`src/rtl/axi_mem_arbiter.sv`:
```
// Two-master (IFU read-only, LSU read/write) to one-slave AXI4-Lite arbiter.
// One transaction in flight; the owner keeps the slave until its R or B response completes.
module axi_mem_arbiter #(
    parameter int unsigned ADDR_W = 32,
    parameter int unsigned DATA_W = 32,
    parameter bit          RR     = 1'b1
) (
    input  logic                  clock,
    input  logic                  reset,
    // M0: instruction fetch, read only
    input  logic                  m0_arvalid,
    input  logic [ADDR_W-1:0]     m0_araddr,
    input  logic [2:0]            m0_arsize,
    output logic                  m0_arready,
    output logic                  m0_rvalid,
    output logic [DATA_W-1:0]     m0_rdata,
    output logic [1:0]            m0_rresp,
    input  logic                  m0_rready,
    // M1: data port, read and write
    input  logic                  m1_arvalid,
    input  logic [ADDR_W-1:0]     m1_araddr,
    input  logic [2:0]            m1_arsize,
    output logic                  m1_arready,
    output logic                  m1_rvalid,
    output logic [DATA_W-1:0]     m1_rdata,
    output logic [1:0]            m1_rresp,
    input  logic                  m1_rready,
    input  logic                  m1_awvalid,
    input  logic [ADDR_W-1:0]     m1_awaddr,
    output logic                  m1_awready,
    input  logic                  m1_wvalid,
    input  logic [DATA_W-1:0]     m1_wdata,
    input  logic [DATA_W/8-1:0]   m1_wstrb,
    output logic                  m1_wready,
    output logic                  m1_bvalid,
    output logic [1:0]            m1_bresp,
    input  logic                  m1_bready,
    // Slave port
    output logic                  s_arvalid,
    output logic [ADDR_W-1:0]     s_araddr,
    output logic [2:0]            s_arsize,
    input  logic                  s_arready,
    input  logic                  s_rvalid,
    input  logic [DATA_W-1:0]     s_rdata,
    input  logic [1:0]            s_rresp,
    output logic                  s_rready,
    output logic                  s_awvalid,
    output logic [ADDR_W-1:0]     s_awaddr,
    input  logic                  s_awready,
    output logic                  s_wvalid,
    output logic [DATA_W-1:0]     s_wdata,
    output logic [DATA_W/8-1:0]   s_wstrb,
    input  logic                  s_wready,
    input  logic                  s_bvalid,
    input  logic [1:0]            s_bresp,
    output logic                  s_bready,
    // Status
    output logic                  busy,
    output logic [1:0]            grant
);

    typedef enum logic [2:0] {
        IDLE  = 3'd0,
        M0_AR = 3'd1,
        M0_R  = 3'd2,
        M1_AR = 3'd3,
        M1_R  = 3'd4,
        M1_AW = 3'd5,
        M1_B  = 3'd6
    } state_t;

    state_t state, state_nxt;
    logic   last_m1, last_m1_nxt;
    logic   aw_done, aw_done_nxt;
    logic   w_done, w_done_nxt;

    logic   req0, req1, wr1, pick1;
    logic   aw_ok, w_ok;

    // State and write-progress registers
    always_ff @(posedge clock) begin
        if (reset) begin
            state   <= IDLE;
            last_m1 <= 1'b0;
            aw_done <= 1'b0;
            w_done  <= 1'b0;
        end else begin
            state   <= state_nxt;
            last_m1 <= last_m1_nxt;
            aw_done <= aw_done_nxt;
            w_done  <= w_done_nxt;
        end
    end

    // Arbitration request decode; M1 wins outright in fixed mode or when M0 was served last
    assign req0  = m0_arvalid;
    assign wr1   = m1_awvalid & m1_wvalid;
    assign req1  = m1_arvalid | wr1;
    assign pick1 = req1 & (~req0 | (RR == 1'b0) | ~last_m1);

    // Next state and channel routing
    always_comb begin
        state_nxt   = state;
        last_m1_nxt = last_m1;
        aw_done_nxt = aw_done;
        w_done_nxt  = w_done;
        aw_ok       = 1'b0;
        w_ok        = 1'b0;

        m0_arready  = 1'b0;
        m0_rvalid   = 1'b0;
        m0_rdata    = s_rdata;
        m0_rresp    = s_rresp;
        m1_arready  = 1'b0;
        m1_rvalid   = 1'b0;
        m1_rdata    = s_rdata;
        m1_rresp    = s_rresp;
        m1_awready  = 1'b0;
        m1_wready   = 1'b0;
        m1_bvalid   = 1'b0;
        m1_bresp    = s_bresp;

        s_arvalid   = 1'b0;
        s_araddr    = m0_araddr;
        s_arsize    = m0_arsize;
        s_rready    = 1'b0;
        s_awvalid   = 1'b0;
        s_awaddr    = m1_awaddr;
        s_wvalid    = 1'b0;
        s_wdata     = m1_wdata;
        s_wstrb     = m1_wstrb;
        s_bready    = 1'b0;

        busy        = (state != IDLE);
        grant       = 2'b00;

        unique case (state)
            IDLE: begin
                if (pick1) begin
                    last_m1_nxt = 1'b1;
                    state_nxt   = wr1 ? M1_AW : M1_AR;
                end else if (req0) begin
                    last_m1_nxt = 1'b0;
                    state_nxt   = M0_AR;
                end
            end
            M0_AR: begin
                grant      = 2'b01;
                s_arvalid  = m0_arvalid;
                m0_arready = s_arready;
                if (!m0_arvalid)
                    state_nxt = IDLE;
                else if (s_arready)
                    state_nxt = M0_R;
            end
            M0_R: begin
                grant     = 2'b01;
                m0_rvalid = s_rvalid;
                s_rready  = m0_rready;
                if (s_rvalid && m0_rready)
                    state_nxt = IDLE;
            end
            M1_AR: begin
                grant      = 2'b10;
                s_arvalid  = m1_arvalid;
                s_araddr   = m1_araddr;
                s_arsize   = m1_arsize;
                m1_arready = s_arready;
                if (!m1_arvalid)
                    state_nxt = IDLE;
                else if (s_arready)
                    state_nxt = M1_R;
            end
            M1_R: begin
                grant     = 2'b10;
                m1_rvalid = s_rvalid;
                s_rready  = m1_rready;
                if (s_rvalid && m1_rready)
                    state_nxt = IDLE;
            end
            M1_AW: begin
                // AW and W may complete on different cycles; the master is acked once both are in
                grant      = 2'b10;
                s_awvalid  = m1_awvalid & ~aw_done;
                s_wvalid   = m1_wvalid & ~w_done;
                aw_ok      = aw_done | (s_awvalid & s_awready);
                w_ok       = w_done | (s_wvalid & s_wready);
                m1_awready = aw_ok & w_ok;
                m1_wready  = aw_ok & w_ok;
                if (aw_ok && w_ok) begin
                    aw_done_nxt = 1'b0;
                    w_done_nxt  = 1'b0;
                    state_nxt   = M1_B;
                end else if (!aw_ok && !w_ok && !(m1_awvalid && m1_wvalid)) begin
                    state_nxt = IDLE;
                end else begin
                    aw_done_nxt = aw_ok;
                    w_done_nxt  = w_ok;
                end
            end
            M1_B: begin
                grant     = 2'b10;
                m1_bvalid = s_bvalid;
                s_bready  = m1_bready;
                if (s_bvalid && m1_bready)
                    state_nxt = IDLE;
            end
            default: begin
                state_nxt = IDLE;
            end
        endcase
    end

endmodule

```
`config.mk`:
```
export PLATFORM = sky130hd
export DESIGN_NAME = axi_mem_arbiter
export DESIGN_NICKNAME = d
export VERILOG_FILES = /design/src/rtl/axi_mem_arbiter.sv
export SDC_FILE = /design/constraint.sdc
export NUM_CORES = 1
export LEC_CHECK = 0
export CORE_AREA = 2 2 146 148
export CTS_CLUSTER_DIAMETER = 60
export DETAILED_ROUTE_END_ITERATION = 10
export DIE_AREA = 0 0 148 150
export PLACE_DENSITY = 0.43
export REMOVE_ABC_BUFFERS = 1
export SLEW_MARGIN = 30
export SYNTH_ARGS = -nofsm -noshare
export SYNTH_HDL_FRONTEND = slang
export SYNTH_SLANG_ARGS = --single-unit
```
`constraint.sdc`:
```
create_clock -name clock -period 2 [get_ports clock]
set_input_delay 0.4 -clock clock [delete_from_list [all_inputs] [get_ports clock]]
set_output_delay 0.4 -clock clock [all_outputs]
set_load 0.01 [all_outputs]
```
Word-level counts from Yosys, hierarchy flattened --
Cells that the tools add are included.
Storage, ports and cells: output and inout bits 188, flip-flop bits (word level) 6, logic and storage cells 84
Operators by class: bitwise gates (word level) 15, reduce and logical (&&, ||, !) cells 18, muxes and demuxes 33, eq/ne operators 14
Operator list (count):
- two-way mux 3 bit | 13
- two-way mux 32 bit | 1
- case mux 3 bit (7 select lines) | 1
- two-way mux 1 bit | 15
- != test 3 bit, second input constant | 4
- == test 3 bit, second input constant | 3
- != test 2 bit, second input constant | 4
- bitwise AND 1 bit | 7
- logical AND 1 bit | 7
- AND reduction 7 bit | 1
- == test 3 x 2 -> 1 bit, second input constant | 2
- NOT 1 bit | 4
- bitwise OR 1 bit | 4
- case mux 1 bit (2 select lines) | 2
- case mux 2 bit (2 select lines) | 1
- AND reduction 2 bit | 2
- OR reduction 4 bit | 1
- == test 3 x 1 -> 1 bit, second input constant | 1
- zero test 1 bit | 3
- zero test 3 bit | 1
- nonzero test 3 bit | 1
- nonzero test 2 bit | 1
- OR reduction 2 bit | 1

Longest topological paths before layout --
Gate-level depths: netlist of run 1.
depth after elaboration 10, mapped depth 7

Least setup slack after synthesis of run 1 --
No wires, ideal clock.
path kind reg-to-output, from register state[0], to output s_araddr[14], arrival 1453 ps, setup slack 147 ps, data required time 1600 ps, cell stages (with the launch flop) 7, cell sequence dfxtp_1 buf_6 nand2_1 or2_1 buf_2 buf_2 mux2_1
Between the ends: word-level cells in the longest chain between the ends 2
RTL lines:
- start: declaration | RTL line 72 | state_t state, state_nxt;
- start signal: assignment | RTL line 88 | state <= state_nxt;
- == test 3 x 2 -> 1 bit | RTL line 137 | unique case (state)
- two-way mux 32 bit | RTL line 137
- end: declaration | RTL line 40 | output logic [ADDR_W-1:0] s_araddr,
Every way passes these cells.

Worst setup path in the final report of run 1 --
from register state[0], to output s_arsize[2]
Between the ends: word-level cells in the longest chain between the ends 2
RTL lines:
- == test 3 x 2 -> 1 bit | RTL line 137
- two-way mux 3 bit | RTL line 137
- end: declaration | RTL line 41 | output logic [2:0] s_arsize,
Every way passes these cells.

==> results.py, run 1 <==
metrics = {
    "route": {
        "ant_nets": 0,
        "post_drt_wl_per_cell_um": 41.5,
        "viasPerCell": 3.50,
        "drc": 0,
        "vias": 1936,
        "first_pass_iters": 4,
        "drt-total-wl_mm": 22.9,
        "drt_iter0_drc": 79,
    },
    "power": {
        "ir_drop_v": 0.000224,
        "fin_total_pwr_uw": 1950,
        "p_leak_uw": 0.00126,
        "p_per_area_nw_per_um2": 650,
    },
    "clocking": {
        "clk_pin_slew_ns": 0.04,
        "cts_num_sinks": 6,
        "htree_num_levels": 1,
        "clk_latency_ns": 0.24,
        "numCtsBuffers": 3,
        "cts-root-buf": "clkbuf_16",
        "postCtsHoldBufs": 0,
        "cts_buffer_depth": 2,
        "tritoncts": "yes",
    },
    "global_route": {
        "grt.met1_usage_pct": 9.23,
        "use_met3_pct": 29.8,
        "grt_pass1_wl_mm": 27.2,
        "grt_use_total_pct": 19.9,
        "met2_usage_pct": 31.8,
        "grt_pass1_vias": 2065,
        "overflow": 0,
        "grt_max_degree": 15,
        "top_usage_layer": "met2",
        "antenna_found_initial": 0,
    },
    "floorplanning": {
        "die_h_um": 150,
        "initial_core_util_pct": 10.1,
        "die-width_um": 148,
        "io_pins": 376,
        "rows": 53,
        "fp.coreArea_um2": 20700,
        "dieArea_um2": 22200,
    },
    "worst_setup_path": {
        "crit_type": "reg2out",
        "reg2reg_slack_ns": 0.16,
        "path_cells": "nand2_2 -> or2_4 -> buf_12 -> buf_16 -> mux2_2 -> buf_6",
        "ff2ff_path_depth": 7,
        "crit_required_ns": 1.60,
        "critPathMaxFanout": 7,
        "cpLargestDelayFamily": "buffers and inverters",
        "cp_slowest_cell": "dfxtp_2",
        "crit_path_end_kind": "output port",
        "r2r_start": "state[1]$_SDFFE_PP0P_",
        "crit_buf_inv": 3,
        "cp.arrival_ns": 1.59,
        "r2r-end": "state[1]$_SDFFE_PP0P_",
        "crit_path_start_kind": "flop",
        "max_stage_delay_ns": 0.33,
    },
    "placement": {
        "postPlaceCellArea_um2": 2910,
        "port_buffers": 133,
        "post-dp-hpwl_mm": 21.6,
        "gp_congestion": 0.977,
    },
    "finish": {
        "diodes": 0,
        "final_layout_size_suffix_gt1_share_pct": 42.1,
        "fin_area_um2": 3010,
        "fin_nets": 468,
        "area_growth_syn_to_layout_pct": 43.5,
    },
    "timing": {
        "period_share_pct": 99.4,
        "drv_slew": 0,
        "rsz0062_at_grt": "true",
        "tightest_slew_ns": 0.420,
        "finalCriticalPeriod_ns": 1.99,
        "slew-limit-headroom_pct": 71.8,
        "finalHoldViolations": 0,
        "setup-violations-final": 0,
        "finClkSkew_ns": 0.00587,
        "fmax_mhz": 503,
    },
    "min_path": {
        "hp-class": "reg2reg",
        "min_from": "aw_done$_SDFFE_PP0P_",
        "whs_endpoint": "aw_done$_SDFFE_PP0P_",
        "hold_depth": 2,
    },
    "synthesis": {
        "synth_xor_area_share_pct": 0.418,
        "synth_compound_area_share_pct": 8.60,
        "async_reset_ff_share_pct": 0,
        "synth_flop_cell": "dfxtp_1",
        "yosysSeqAreaShare_pct": 5.73,
        "yosysUniqueCellTypes": 37,
        "avgSynthCellArea_um2": 8.15,
        "ys_warn_count": 0,
        "synth_edf_count": 0,
        "synthCells": 257,
        "synth_area_leaders": "buf_4 (51%), mux2_1 (9.7%), mux2_2 (9.1%)",
        "muxShareOfSynthArea_pct": 19.8,
        "yosys.area.top_type_share_pct": 50.9,
        "synth.largest_area_cell": "buf_4",
        "synth-seq-cells": 6,
        "synthTopCellsByCount": "buf_4 (142), mux2_1 (18), mux2_2 (17)",
        "synth_top_family_by_area": "buffers and inverters",
        "synth_simple_gate_area_share_pct": 12.4,
        "syn_area_um2": 2090,
        "yosys.area_share.adder_pct": 0,
        "synth.most_common_cell": "buf_4",
    },
    "job": {
        "cap_violations": 0,
    },
    "status": {
        "status": "complete, no violations",
    },
}
-- timing repair --
action                     4_1_cts  5_1_grt
pin swaps                        1        1
buffers inserted                 2        0
setup endpoints to repair       50       22
gates cloned                     2        0
resized for setup              188       16
hold endpoints to repair         0        0
-- layout make-up --
| type | count | area (µm²) |
|---|---|---|
| well taps | 275 | 344 |
| fillers | 2386 | 17700 |
| flip-flops and latches | 6 | 124 |
| clock buffers | 3 | 75.1 |
| repair buffers | 164 | 1540 |
| multi-input cells | 100 | 910 |
| inverters | 5 | 18.8 |
-- cell usage in the layout (no fill, tap or decap), drive strengths merged, types with 2 or more instances in the layout --
master	count
clkdlybuf4s50	80
mux2	35
or3	6
o21ai	2
o211ai	3
nand2	7
nor2	4
and3b	2
nor3	8
and2	4
buf	67
nor3b	3
inv	5
mux2i	2
a21oi	8
a21o	2
dfxtp	6
dlygate4sd2	14
clkbuf	5
nand3b	4
-- stage by stage --
stage          setup TNS, ns  instances  util (%)  hold slack [ns]  setup slack, ns
3_5_place_dp           -9.37        546      14.0            0.552           -0.478
5_1_grt               -0.497        553      14.5            0.594          -0.0477
6_report                   0        553      14.5            0.572           0.0113
3_3_place_gp           -9.17        546      14.0            0.546           -0.487
4_1_cts              -0.0172        553      14.4            0.566          -0.0152
2_1_floorplan          -9.70        111         -            0.462           -0.284
-- state kept, by name (all words and copies together), names as in the netlist --
signal / flops
w_done: 1
aw_done: 1
state: 3
last_m1: 1
-- routing by layer --
metal  share of wire, %  wire (µm)
met5               0.32         74
met4                6.7       1550
met3                 33       7530
met2                 44      10100
met1                 16       3710
-- worst max path at each step --
stage	start	endpoint	slack (ns)	depth (start not counted)
after floorplan	state[2]$_SDFFE_PP0P_	s_araddr[0]	-0.28	2
after global placement	s_wready	m1_awready	-0.49	5
after detailed placement	s_wready	m1_awready	-0.48	5
after CTS	state[1]$_SDFFE_PP0P_	s_araddr[6]	-0.02	5
after global routing	state[1]$_SDFFE_PP0P_	s_araddr[30]	-0.05	6
final	state[0]$_SDFFE_PP0P_	s_arsize[2]	0.01	6
-- where the power goes --
group          total, µW  switching [µW]  leakage [µW]  internal (µW)
clock network        344            85.7     0.0000370            259
logic               1420             612       0.00117            805
registers            193            31.2     0.0000502            162
total               1950             728       0.00126           1230
-- cells by family after synthesis --
kind of cell    count (synthesis)
buf+inv                       151
simple gates                   41
xor+xnor                        1
compound gates                 21
flops                           6
mux                            37
-- worst min-delay path, cell delays in order (launching register included) --
cell and delay (ns):
dfxtp_1 0.34, a21oi_1 0.13, nor3_1 0.05
Power figures use the tool's default switching activity.
==> run 2: changes to the inputs <==
- CAP_MARGIN: default -> 20
==> results of run 2 <==
Final layout, timing and power as in run 1 (identical DEF).
